$ cat config.mk
export PLATFORM = sky130hd
export DESIGN_NAME = instr_encoder
export DESIGN_NICKNAME = d
export VERILOG_FILES = /design/src/rtl/rv_isa_pkg.sv /design/src/rtl/imm_pack.sv /design/src/rtl/instr_encoder.sv
export SDC_FILE = /design/constraint.sdc
export NUM_CORES = 1
export LEC_CHECK = 0
export BUFFER_PORTS_ARGS = -buffer_cell sky130_fd_sc_hd__buf_2
export CORE_UTILIZATION = 25
export CTS_CLUSTER_DIAMETER = 100
export DETAILED_ROUTE_END_ITERATION = 8
export PLACE_DENSITY = 0.44
export SLEW_MARGIN = 20
export SYNTH_ARGS = -nofsm -noshare
export SYNTH_HDL_FRONTEND = slang
export SYNTH_SLANG_ARGS = --single-unit
$ cat constraint.sdc
create_clock -name clk -period 2.4 [get_ports clk]
set_input_delay 0.12 -clock clk [delete_from_list [all_inputs] [get_ports clk]]
set_output_delay 0.12 -clock clk [all_outputs]
set_load 0.02 [all_outputs]
$ cat src/rtl/rv_isa_pkg.sv
// rtl/rv_isa_pkg.sv - RV32I format enum, opcode constants and immediate ranges
package rv_isa_pkg;

   typedef enum logic [2:0] {
      FMT_R = 3'd0,
      FMT_I = 3'd1,
      FMT_S = 3'd2,
      FMT_B = 3'd3,
      FMT_U = 3'd4,
      FMT_J = 3'd5
   } fmt_e;

   localparam logic [6:0] OPC_OP     = 7'h33;
   localparam logic [6:0] OPC_OP_IMM = 7'h13;
   localparam logic [6:0] OPC_LOAD   = 7'h03;
   localparam logic [6:0] OPC_STORE  = 7'h23;
   localparam logic [6:0] OPC_BRANCH = 7'h63;
   localparam logic [6:0] OPC_LUI    = 7'h37;
   localparam logic [6:0] OPC_JAL    = 7'h6F;

   localparam int IMM12_MIN = -2048;
   localparam int IMM12_MAX = 2047;
   localparam int IMM13_MIN = -4096;
   localparam int IMM13_MAX = 4094;
   localparam int IMM21_MIN = -(1 << 20);
   localparam int IMM21_MAX = (1 << 20) - 2;

endpackage

$ cat src/rtl/imm_pack.sv
// rtl/imm_pack.sv - scatter a signed immediate and fields into an RV32I word
import rv_isa_pkg::*;

module imm_pack (
   input  logic [2:0]  fmt,
   input  logic [6:0]  opcode,
   input  logic [4:0]  rd,
   input  logic [4:0]  rs1,
   input  logic [4:0]  rs2,
   input  logic [2:0]  funct3,
   input  logic [6:0]  funct7,
   input  logic [31:0] imm,
   output logic [31:0] word,
   output logic        legal
);

   logic signed [31:0] simm;

   always_comb begin
      simm  = imm;
      word  = '0;
      legal = 1'b0;
      case (fmt)
         FMT_R: begin
            word  = {funct7, rs2, rs1, funct3, rd, opcode};
            legal = 1'b1;
         end
         FMT_I: begin
            word  = {imm[11:0], rs1, funct3, rd, opcode};
            legal = (simm >= IMM12_MIN) && (simm <= IMM12_MAX);
         end
         FMT_S: begin
            word  = {imm[11:5], rs2, rs1, funct3, imm[4:0], opcode};
            legal = (simm >= IMM12_MIN) && (simm <= IMM12_MAX);
         end
         FMT_B: begin
            word  = {imm[12], imm[10:5], rs2, rs1, funct3, imm[4:1], imm[11], opcode};
            legal = (simm >= IMM13_MIN) && (simm <= IMM13_MAX) && !imm[0];
         end
         FMT_U: begin
            word  = {imm[31:12], rd, opcode};
            legal = (imm[11:0] == 12'd0);
         end
         FMT_J: begin
            word  = {imm[20], imm[10:1], imm[11], imm[19:12], rd, opcode};
            legal = (simm >= IMM21_MIN) && (simm <= IMM21_MAX) && !imm[0];
         end
         default: begin
            word  = '0;
            legal = 1'b0;
         end
      endcase
   end

endmodule

$ cat src/rtl/instr_encoder.sv
// rtl/instr_encoder.sv - handshake, output register and address counter for the program loader
import rv_isa_pkg::*;

module instr_encoder #(
   parameter int ADDR_W    = 8,
   parameter int BASE_ADDR = 0
) (
   input  logic              clk,
   input  logic              rst_n,
   input  logic              start,
   input  logic              in_valid,
   output logic              in_ready,
   input  logic [2:0]        in_fmt,
   input  logic [6:0]        in_opcode,
   input  logic [4:0]        in_rd,
   input  logic [4:0]        in_rs1,
   input  logic [4:0]        in_rs2,
   input  logic [2:0]        in_funct3,
   input  logic [6:0]        in_funct7,
   input  logic [31:0]       in_imm,
   output logic              mem_we,
   output logic [ADDR_W-1:0] mem_addr,
   output logic [31:0]       mem_wdata,
   input  logic              mem_ready,
   output logic [ADDR_W:0]   count,
   output logic              full,
   output logic              err
);

   localparam logic [ADDR_W-1:0] BASE = ADDR_W'(BASE_ADDR);

   logic              mem_we_q, mem_we_d;
   logic [ADDR_W-1:0] mem_addr_q, mem_addr_d;
   logic [31:0]       mem_wdata_q, mem_wdata_d;
   logic [ADDR_W:0]   count_q, count_d;
   logic              err_q, err_d;
   logic [31:0]       packed_word;
   logic              packed_legal;
   logic              accept, complete;

   imm_pack u_imm_pack (
      .fmt    (in_fmt),
      .opcode (in_opcode),
      .rd     (in_rd),
      .rs1    (in_rs1),
      .rs2    (in_rs2),
      .funct3 (in_funct3),
      .funct7 (in_funct7),
      .imm    (in_imm),
      .word   (packed_word),
      .legal  (packed_legal)
   );

   // count reaching 2^ADDR_W is exactly the MSB of the counter
   assign full     = count_q[ADDR_W];
   assign in_ready = rst_n && !start && !full && (!mem_we_q || mem_ready);
   assign accept   = in_valid && in_ready;
   assign complete = mem_we_q && mem_ready;

   always_comb begin
      mem_we_d    = mem_we_q;
      mem_addr_d  = mem_addr_q;
      mem_wdata_d = mem_wdata_q;
      count_d     = count_q;
      err_d       = err_q;
      if (start) begin
         mem_we_d   = 1'b0;
         mem_addr_d = BASE;
         count_d    = '0;
         err_d      = 1'b0;
      end else begin
         if (complete) begin
            count_d  = count_q + (ADDR_W+1)'(1);
            mem_we_d = 1'b0;
         end
         // address uses the post-completion count so back-to-back words stay contiguous
         if (accept) begin
            if (packed_legal) begin
               mem_we_d    = 1'b1;
               mem_wdata_d = packed_word;
               mem_addr_d  = BASE + count_d[ADDR_W-1:0];
            end else begin
               err_d = 1'b1;
            end
         end
      end
   end

   always_ff @(posedge clk or negedge rst_n) begin
      if (!rst_n) begin
         mem_we_q    <= 1'b0;
         mem_addr_q  <= BASE;
         mem_wdata_q <= '0;
         count_q     <= '0;
         err_q       <= 1'b0;
      end else begin
         mem_we_q    <= mem_we_d;
         mem_addr_q  <= mem_addr_d;
         mem_wdata_q <= mem_wdata_d;
         count_q     <= count_d;
         err_q       <= err_d;
      end
   end

   assign mem_we    = mem_we_q;
   assign mem_addr  = mem_addr_q;
   assign mem_wdata = mem_wdata_q;
   assign count     = count_q;
   assign err       = err_q;

endmodule

==> results.py, run 1 <==
metrics = {
    "outcome": {
        "status": "finished clean",
    },
    "setup_path": {
        "reg2reg_to": "mem_wdata[28]",
        "crit_path_start_kind": "flop",
        "required_ns": 2.58,
        "worstRegToRegCells": 6,
        "critPathArrivalTime_ns": 2.08,
        "path_max_fanout": 25,
        "reg2reg_from": "mem_we",
        "critical_path.startpoint": "mem_we",
        "rrSetupSlack_ns": 0.49,
        "cp-endpoint": "mem_wdata[28]",
        "end_kind": "flop",
        "crit_type": "reg -> reg",
    },
    "synth": {
        "avgSynthCellArea_um2": 10.97,
        "ys_ff_latch": 51,
        "synth_top_area_share_pct": 43.24,
        "synth_nets": 342,
        "ys_types": 39,
        "synth_warnings": 0,
        "synthArstFlopShare_pct": 100.0,
        "seq_area_frac_synth_pct": 43.24,
        "synth_edf_count": 0,
        "synth_flop_cell": "dfrtp_1",
        "syn-instance-count": 269,
        "syn_area_um2": 2952,
        "synth_area_leader_cell": "dfrtp_1",
        "synthTopCellsByArea": "dfrtp_1 (43%), mux2_4 (20%), a22oi_1 (4.1%), o21ai_0 (2.9%), nand2_1 (2.7%)",
    },
    "placement": {
        "io_buffer_count": 124,
        "place_area_um2": 3737,
        "gp_congestion": 0.8233,
        "hpwl_um": 6431,
    },
    "pwr": {
        "irDropWorstVdd_uv": 257.2,
        "p_leak_nw": 1.945,
        "p_per_area_nw_per_um2": 639.3,
    },
    "cells_and_area": {
        "layout.nets": 463,
        "num_antenna_cells": 0,
        "stdcell_area_um2": 3897,
        "seq_area_um2": 1276,
        "fillers": 1188,
        "synthToLayoutAreaGrowth_pct": 32.05,
        "multiInputGateArea_um2": 1524,
        "drive_above_1_share_pct": 48.08,
    },
    "sta": {
        "tightestPinTransition_ns": 0.6739,
        "rsz0062_at_grt": "no",
        "slew_headroom_pct": 55.07,
        "setup_viol": 0,
        "fin_tns_setup_ns": 0,
        "fin_crit_sh_pct": 79.43,
        "clock.fmax_ghz": 0.5246,
        "drv_slew": 0,
        "min_period_ns": 1.906,
        "skew_ns": 0.003183,
        "hold_viol_final": 0,
    },
    "route": {
        "vias_per_cell": 4.633,
        "vias": 2474,
        "drtIter0Drc": 85,
        "wl_per_cell_um": 15.78,
        "drt_pre_antenna_iters": 4,
        "drc": 0,
        "wirelength_um": 8424,
        "antenna_left": 0,
    },
    "global_route": {
        "grt-ovfl-total": 0,
        "grt_max_degree": 52,
        "grt_use_total_pct": 14.20,
        "grt_pass1_wl_um": 13910,
        "grt_pass1_vias": 2576,
        "antenna_found_initial": 0,
    },
    "clocking": {
        "cts_setup_buffers": 0,
        "cts_made_buffers": 5,
        "clock_latency_ns": 0.29,
        "ctsResizeCount": 0,
        "htreeDepth": 2,
        "clockBufferDepth": 2,
        "clock-root-buffer": "clkbuf_16",
        "hold_buffers": 0,
        "cts_sinks": 51,
        "cts_tree": "done",
        "clkTransAtPathRegs_ns": 0.07,
    },
    "worst_hold_path": {
        "hp-class": "in -> async",
    },
    "die": {
        "die_w_um": 110.7,
        "ioPinCount": 125,
        "dieArea_um2": 12240,
        "initial_core_util_pct": 25.74,
        "core_area_um2": 11470,
        "rows": 39,
        "chipHeight_um": 110.7,
    },
    "run": {
        "maxCapViolCount": 0,
    },
}
[through the flow]
stage | total power [mW] | util [%] | hold slack (ns) | setup WS, ns | std cells
after detailed placement | 1.754 | 32.59 | 0.3588 | 0.1860 | 526
final | 2.492 | 33.99 | 0.004615 | 0.4937 | 534
after global routing | 2.625 | 33.99 | 0.05688 | 0.3502 | 534
after global placement | 1.753 | 32.59 | 0.3456 | 0.2163 | 526
after CTS | 2.539 | 33.99 | 0.04494 | 0.4575 | 534
after floorplan | 1.472 | - | -0.1756 | 0.2194 | 269
[worst max-delay path, stage by stage (launching register included)]
cell     delay [ns]
dfrtp_1        0.38
nor2b_1        0.15
nor4b_2        0.32
nand2_1        0.15
a21oi_4        0.20
buf_12         0.25
mux2_4         0.32
[kinds of logic after synthesis]
group / count (synthesis) / synth area share [%]
buffers and inverters: 32 / 5.341
AND/OR/NAND/NOR: 77 / 13.99
multiplexers: 43 / 21.28
AO/OA/AOI/OAI: 59 / 13.95
XOR/XNOR: 6 / 1.780
flip-flops: 51 / 43.24
adder cells (fa/ha/maj): 1 / 0.4238
[synthesized netlist by cell type, types with 6 or more instances]
library cell  instances
inv_1                14
nor4_1                6
nor2b_1              11
o22ai_1               7
mux2_4               39
dfrtp_1              51
nor2_1               16
clkbuf_1             10
a22oi_1              16
o21ai_0              17
nand2_1              21
nand4_1               8
[registers in the layout (all words and copies together), names as in the netlist]
| signal | flops |
|---|---|
| mem_wdata | 32 |
| err | 1 |
| mem_we | 1 |
| mem_addr | 8 |
| count | 9 |
[layout by cell type (no fill, tap or decap), types with 2 or more instances in the layout]
cell	n
a22o_1	5
or3_1	4
xor2_1	5
clkbuf_16	5
dfrtp_1	51
nand3_1	3
clkbuf_8	2
nor4_2	3
a21o_1	2
a22oi_1	16
inv_1	14
nand2_1	21
buf_2	124
nor4_1	6
a21oi_1	5
mux2i_1	2
nand4_1	8
o21ai_0	17
nor2_1	16
o22ai_1	7
nor2b_1	11
buf_4	6
buf_12	2
mux2_4	39
[report_power, final]
part | leakage [nW] | internal [mW] | switching [mW]
sequential | 0.679 | 0.979 | 0.0709
clock | 0.0761 | 0.444 | 0.317
combinational | 1.19 | 0.321 | 0.360
[worst min-delay path by stage]
| stage | start | to | slack, ns | cells past startpoint |
|---|---|---|---|---|
| after CTS | rst_n | err | 0.04 | 2 |
| after floorplan | rst_n | count[0] | -0.18 | 0 |
| final | rst_n | count[8] | 0.005 | 2 |
| after detailed placement | rst_n | mem_we | 0.36 | 2 |
| after global routing | in_opcode[4] | mem_wdata[4] | 0.06 | 2 |
| after global placement | rst_n | err | 0.35 | 2 |
[layer usage]
| metal | routed length (um) | vias up | track usage [%] |
|---|---|---|---|
| li1 | - | 1212 | - |
| met1 | 3918 | 1188 | 19.08 |
| met2 | 4138 | 69 | 23.81 |
| met3 | 288 | 5 | 2.242 |
| met4 | 79 | 0 | 3.467 |
| met5 | 0 | - | 0 |
[final cells by class]
cell class / count / area share (%)
clock buffers: 7 / 3.917
multi-input cells: 186 / 39.10
inverters: 14 / 1.348
flip-flops and latches: 51 / 32.74
clock inverters: 1 / 0.1926
repair buffers: 132 / 18.11
well taps: 143 / 4.591
(Power assumes the default switching activity.)
==> run 2: changes to the inputs <==
--- a/config.mk
+++ b/config.mk
@@ -9,7 +9,7 @@
 export CORE_UTILIZATION = 25
 export CTS_CLUSTER_DIAMETER = 100
 export DETAILED_ROUTE_END_ITERATION = 8
-export PLACE_DENSITY = 0.44
+export PLACE_DENSITY = 0.46
 export SLEW_MARGIN = 20
 export SYNTH_ARGS = -nofsm -noshare
 export SYNTH_HDL_FRONTEND = slang
==> constraint.sdc (replaced) <==
create_clock -name clk -period 1.6 [get_ports clk]
set_input_delay 0.08 -clock clk [delete_from_list [all_inputs] [get_ports clk]]
set_output_delay 0.08 -clock clk [all_outputs]
set_load 0.02 [all_outputs]
==> results.py, run 2 (same netlist as run 1, synthesis figures left out) <==
metrics = {
    "route": {
        "drt_pre_antenna_iters": 4,
        "vias_per_cell": 4.622,
        "vias": 2667,
        "wl_per_cell_um": 16.47,
        "drtIter0Drc": 92,
        "antenna_left": 0,
        "wirelength_um": 9504,
        "drc": 0,
    },
    "cells_and_area": {
        "final_cell_mix": "buf_2 (124), dfrtp_1 (50), buf_4 (43)",
        "drive_above_1_share_pct": 55.30,
        "utilization_pct": 38.44,
        "instances_no_fill": 577,
        "layout.nets": 506,
        "synthToLayoutAreaGrowth_pct": 49.34,
        "largest_reg_flops": 32,
        "layout_commonest_cell": "buf_2",
        "stdcell_area_um2": 4408,
        "fillers": 1150,
        "num_antenna_cells": 0,
    },
    "sta": {
        "hold_viol_final": 0,
        "skew_ns": 0.006711,
        "whs_ns": 0.02036,
        "fin_crit_sh_pct": 117.5,
        "clock.fmax_ghz": 0.5319,
        "min_period_ns": 1.880,
        "fin_tns_setup_ns": -10.57,
        "rsz0062_at_grt": "yes",
        "tightestPinTransition_ns": 0.8657,
        "setup_viol": 40,
        "drv_slew": 0,
        "slew_headroom_pct": 42.17,
        "worst_slack_ns": -0.2800,
    },
    "pwr": {
        "switchingPower_mw": 1.173,
        "p_sw_share_pct": 29.88,
        "irDropWorstVdd_uv": 652.2,
        "p_leak_nw": 2.204,
        "design_power_total_mw": 3.925,
        "p_int_mw": 2.752,
        "seqPwrFrac_pct": 40.3,
        "p_per_area_nw_per_um2": 890.5,
        "clockPowerShare_pct": 31.3,
        "comb_power_share_pct": 28.4,
    },
    "clocking": {
        "clock-root-buffer": "clkbuf_16",
        "clkTransAtPathRegs_ns": 0.07,
        "clockBufferDepth": 2,
        "cts_made_buffers": 5,
        "cts_tree": "done",
        "cts_sinks": 51,
        "clock_latency_ns": 0.29,
        "htreeDepth": 2,
    },
    "placement": {
        "hpwl_um": 6848,
        "io_buffer_count": 124,
        "dp_slack_ns": -0.5805,
        "place_area_um2": 4025,
        "gp_congestion": 0.7487,
        "place_inst": 562,
    },
    "die": {
        "initial_core_util_pct": 25.74,
        "die_w_um": 110.7,
        "chipHeight_um": 110.7,
        "core_area_um2": 11470,
        "ioPinCount": 125,
        "rows": 39,
        "dieArea_um2": 12240,
    },
    "outcome": {
        "violations": "negative setup slack",
        "status": "complete, but fails checks",
    },
    "worst_hold_path": {
        "hp-class": "in -> reg",
        "whs_path_depth": 2,
    },
    "setup_path": {
        "cp_num_cells": 10,
        "path_max_fanout": 5,
        "critPathSlowestCell": "mux2_4",
        "max_stage_delay_ns": 0.30,
        "crit_path_start_kind": "primary input",
        "critPathArrivalTime_ns": 2.06,
        "end_kind": "flop",
        "worstRegToRegCells": 7,
        "worstPathCellList": "buf_2, nor4_4, nand3_1, buf_4, nor4_2, a311oi_2, a21oi_4, buf_12, clkbuf_16, mux2_4",
        "path_buf_inv": 4,
        "cp_top_family": "simple AND/OR/NAND/NOR gates",
        "crit_type": "in -> reg",
        "required_ns": 1.78,
    },
    "global_route": {
        "grt_pass1_wl_um": 14800,
        "antenna_found_initial": 0,
        "grt_max_degree": 52,
        "grt_use_total_pct": 15.41,
        "grt_pass1_vias": 2722,
        "grt-ovfl-total": 0,
    },
    "run": {
        "maxCapViolCount": 0,
    },
}
==> run 2: cell types whose count changed in the layout (fill, tap and decap cells not counted), moves of 2 or more <==
cell / before / now
buf_16: 0 / 3
buf_4: 6 / 43
clkbuf_16: 5 / 7
clkbuf_8: 2 / 0
nor4_1: 6 / 3
nor4_4: 0 / 3
==> run 2: layer usage <==
| metal | track usage (%) | share of wire (%) | up-vias |
|---|---|---|---|
| met1 | 21.23 | 49 | 1287 |
| met2 | 25.26 | 47 | 73 |
| met3 | 2.460 | 3.2 | 7 |
| li1 | - | - | 1300 |
| met5 | 0 | 0 | - |
| met4 | 3.556 | 0.98 | 0 |
==> run 2: worst paths after layout <==
kind / from / end / slack [ns]
worst min-delay path: in_opcode[2] / mem_wdata[2] / 0.02
worst max-delay path: in_imm[28] / mem_addr[2] / -0.28
min in group asynchronous: rst_n / mem_addr[6] / 0.48
worst max register to register: mem_we / mem_addr[2] / -0.24
max in group asynchronous: rst_n / mem_we / 0.64
worst min register to register: mem_wdata[30] / mem_wdata[30] / 0.51
==> run 2: worst register-to-register path, cell delays in order (launching register included) <==
cell and delay, ns:
dfrtp_2 0.40, nor2b_4 0.14, nor4b_4 0.28, nand2_2 0.12, a21oi_4 0.16, buf_12 0.16, clkbuf_16 0.16, mux2_4 0.30
==> run 2: cell type report <==
| type | instances | area (um2) | share of cell area (%) |
|---|---|---|---|
| repair buffers | 175 | 1126 | 25.55 |
| flip-flops and latches | 51 | 1277 | 28.98 |
| multi-input cells | 186 | 1604 | 36.39 |
| well taps | 143 | 178.9 | 4.059 |
| clock inverters | 3 | 43.79 | 0.9935 |
| inverters | 14 | 52.55 | 1.192 |
| clock buffers | 5 | 125.1 | 2.838 |
==> run 2: repair_timing <==
action                                  CTS  global route
pin swaps                                 0             4
endpoints found under the setup margin   40            43
hold buffers                              1             0
buffers inserted                          2             0
cloned                                    2             2
hold endpoints to repair                 51             0
gates resized for setup                   8             6
==> run 2: power by group through the flow <==
stage	logic [mW]	registers, mW	clock network [mW]
after floorplan	0.401	1.81	0
after global placement	1.08	1.60	0
after detailed placement	1.10	1.60	0
after CTS	1.12	1.58	1.27
after global routing	1.19	1.60	1.33
final	1.11	1.58	1.23
==> run 3: changes to the inputs <==
--- a/config.mk
+++ b/config.mk
@@ -6,10 +6,10 @@
 export NUM_CORES = 1
 export LEC_CHECK = 0
 export BUFFER_PORTS_ARGS = -buffer_cell sky130_fd_sc_hd__buf_2
-export CORE_UTILIZATION = 25
+export CORE_UTILIZATION = 43
 export CTS_CLUSTER_DIAMETER = 100
 export DETAILED_ROUTE_END_ITERATION = 8
-export PLACE_DENSITY = 0.46
+export PLACE_DENSITY = 0.73
 export SLEW_MARGIN = 20
 export SYNTH_ARGS = -nofsm -noshare
 export SYNTH_HDL_FRONTEND = slang
==> results.py, run 3 (same netlist as run 1, synthesis figures left out) <==
metrics = {
    "cells_and_area": {
        "synthToLayoutAreaGrowth_pct": 43.66,
        "num_antenna_cells": 0,
        "instances_no_fill": 513,
        "layout_commonest_cell": "buf_2",
        "layout.nets": 508,
        "stdcell_area_um2": 4240,
        "drive_above_1_share_pct": 54.13,
        "utilization_pct": 65.29,
        "final_cell_mix": "buf_2 (124), dfrtp_1 (50), buf_4 (41)",
        "largest_reg_flops": 32,
    },
    "route": {
        "antenna_left": 0,
        "drc": 8,
        "vias_per_cell": 5.300,
        "wl_per_cell_um": 16.03,
        "drt_pre_antenna_iters": 9,
        "drtIter0Drc": 177,
        "vias": 2719,
        "wirelength_um": 8224,
    },
    "sta": {
        "slew_headroom_pct": 52.72,
        "drv_slew": 0,
        "min_period_ns": 1.762,
        "whs_ns": 0.005513,
        "tightestPinTransition_ns": 0.7077,
        "rsz0062_at_grt": "yes",
        "setup_viol": 40,
        "hold_viol_final": 0,
        "skew_ns": 0.005654,
        "worst_slack_ns": -0.1620,
        "clock.fmax_ghz": 0.5675,
        "fin_crit_sh_pct": 110.1,
    },
    "clocking": {
        "htreeDepth": 2,
        "clockBufferDepth": 2,
        "cts_sinks": 51,
        "cts_tree": "done",
        "clock_latency_ns": 0.30,
        "clkTransAtPathRegs_ns": 0.09,
        "cts_made_buffers": 5,
        "clock-root-buffer": "clkbuf_8",
    },
    "placement": {
        "gp_congestion": 0.9106,
        "place_area_um2": 3935,
        "place_inst": 495,
        "io_buffer_count": 124,
        "hpwl_um": 5895,
    },
    "die": {
        "core_area_um2": 6495,
        "die_w_um": 84.85,
        "rows": 29,
        "chipHeight_um": 84.85,
        "dieArea_um2": 7200,
        "initial_core_util_pct": 45.44,
        "ioPinCount": 125,
    },
    "global_route": {
        "gr-usage-met1_pct": 31.33,
        "grt_use_met3_pct": 2.626,
        "grt_pass1_wl_um": 13010,
        "grt_use_total_pct": 23.11,
        "grt-busiest-layer": "met2",
        "grt_pass1_vias": 2671,
        "antenna_found_initial": 0,
        "grt-ovfl-total": 0,
        "grtUsageMet2_pct": 38.58,
        "grt_max_degree": 52,
    },
    "pwr": {
        "irDropWorstVdd_uv": 436.5,
        "p_per_area_nw_per_um2": 815.8,
        "design_power_total_mw": 3.459,
        "p_leak_nw": 2.163,
    },
    "setup_path": {
        "rrSetupSlack_ns": -0.16,
        "worstRegToRegCells": 7,
        "crit_path_start_kind": "flop",
        "end_kind": "flop",
        "reg2reg_to": "mem_wdata[23]",
        "critPathArrivalTime_ns": 1.94,
        "critical_path.startpoint": "mem_we",
        "reg2reg_from": "mem_we",
        "cp-endpoint": "mem_wdata[23]",
        "crit_type": "reg -> reg",
        "path_max_fanout": 10,
        "required_ns": 1.78,
    },
    "run": {
        "maxCapViolCount": 0,
    },
    "outcome": {
        "status": "complete, but fails checks",
        "violations": "design-rule violations, negative setup slack",
    },
    "worst_hold_path": {
        "hp-class": "in -> reg",
    },
}
==> run 3: how the worst min path moves through the flow <==
stage / from / end / slack (ns) / depth (start not counted)
2_1_floorplan: rst_n / count[0] / -0.22 / 0
3_3_place_gp: rst_n / count[0] / 0.28 / 2
3_5_place_dp: rst_n / mem_addr[4] / 0.28 / 2
4_1_cts: in_opcode[3] / mem_wdata[3] / 0.0007 / 2
5_1_grt: in_opcode[4] / mem_wdata[4] / 0.006 / 2
6_report: in_opcode[3] / mem_wdata[3] / 0.006 / 2
==> run 3: cell type report <==
cell class	count	area, um2
clock buffers	7	86.33
clock inverters	1	8.758
fillers	522	2255
inverters	14	52.55
multi-input cells	186	1598
flip-flops and latches	51	1277
well taps	77	96.34
repair buffers	177	1121
==> run 3: report_power, final <==
| group | switching, mW | total [mW] | internal [mW] |
|---|---|---|---|
| Sequential | 0.103 | 1.57 | 1.47 |
| Combinational | 0.565 | 1.11 | 0.549 |
| Clock | 0.420 | 0.775 | 0.355 |
| Total | 1.09 | 3.46 | 2.37 |
==> run 3: critical path, cell delays in order (launching register included) <==
cell     delay (ns)
dfrtp_2        0.41
nor2b_4        0.13
nor4b_4        0.22
nand2_1        0.13
a21oi_4        0.15
buf_6          0.14
buf_12         0.15
mux2_4         0.31
==> run 3: repair_timing <==
action,CTS,global route
setup endpoints to repair,40,42
resized for setup,8,6
pin swaps,4,3
hold buffers,4,1
cloned,2,1
hold endpoints to repair,54,1
setup buffers,2,0
==> run 3: layer usage <==
layer | up-vias | share of wire [%]
li1 | 1304 | -
met2 | 100 | 49
met4 | 0 | 1.3
met5 | - | 0
met1 | 1307 | 45
met3 | 8 | 4.5
==> run 3: metrics by stage <==
step                TNS (ns)  setup WS [ns]
floorplan             -14.14        -0.3565
global placement      -19.75        -0.5022
detailed placement    -22.88        -0.5745
CTS                   -6.259        -0.1777
global route          -8.710        -0.2373
finish                -5.811        -0.1620
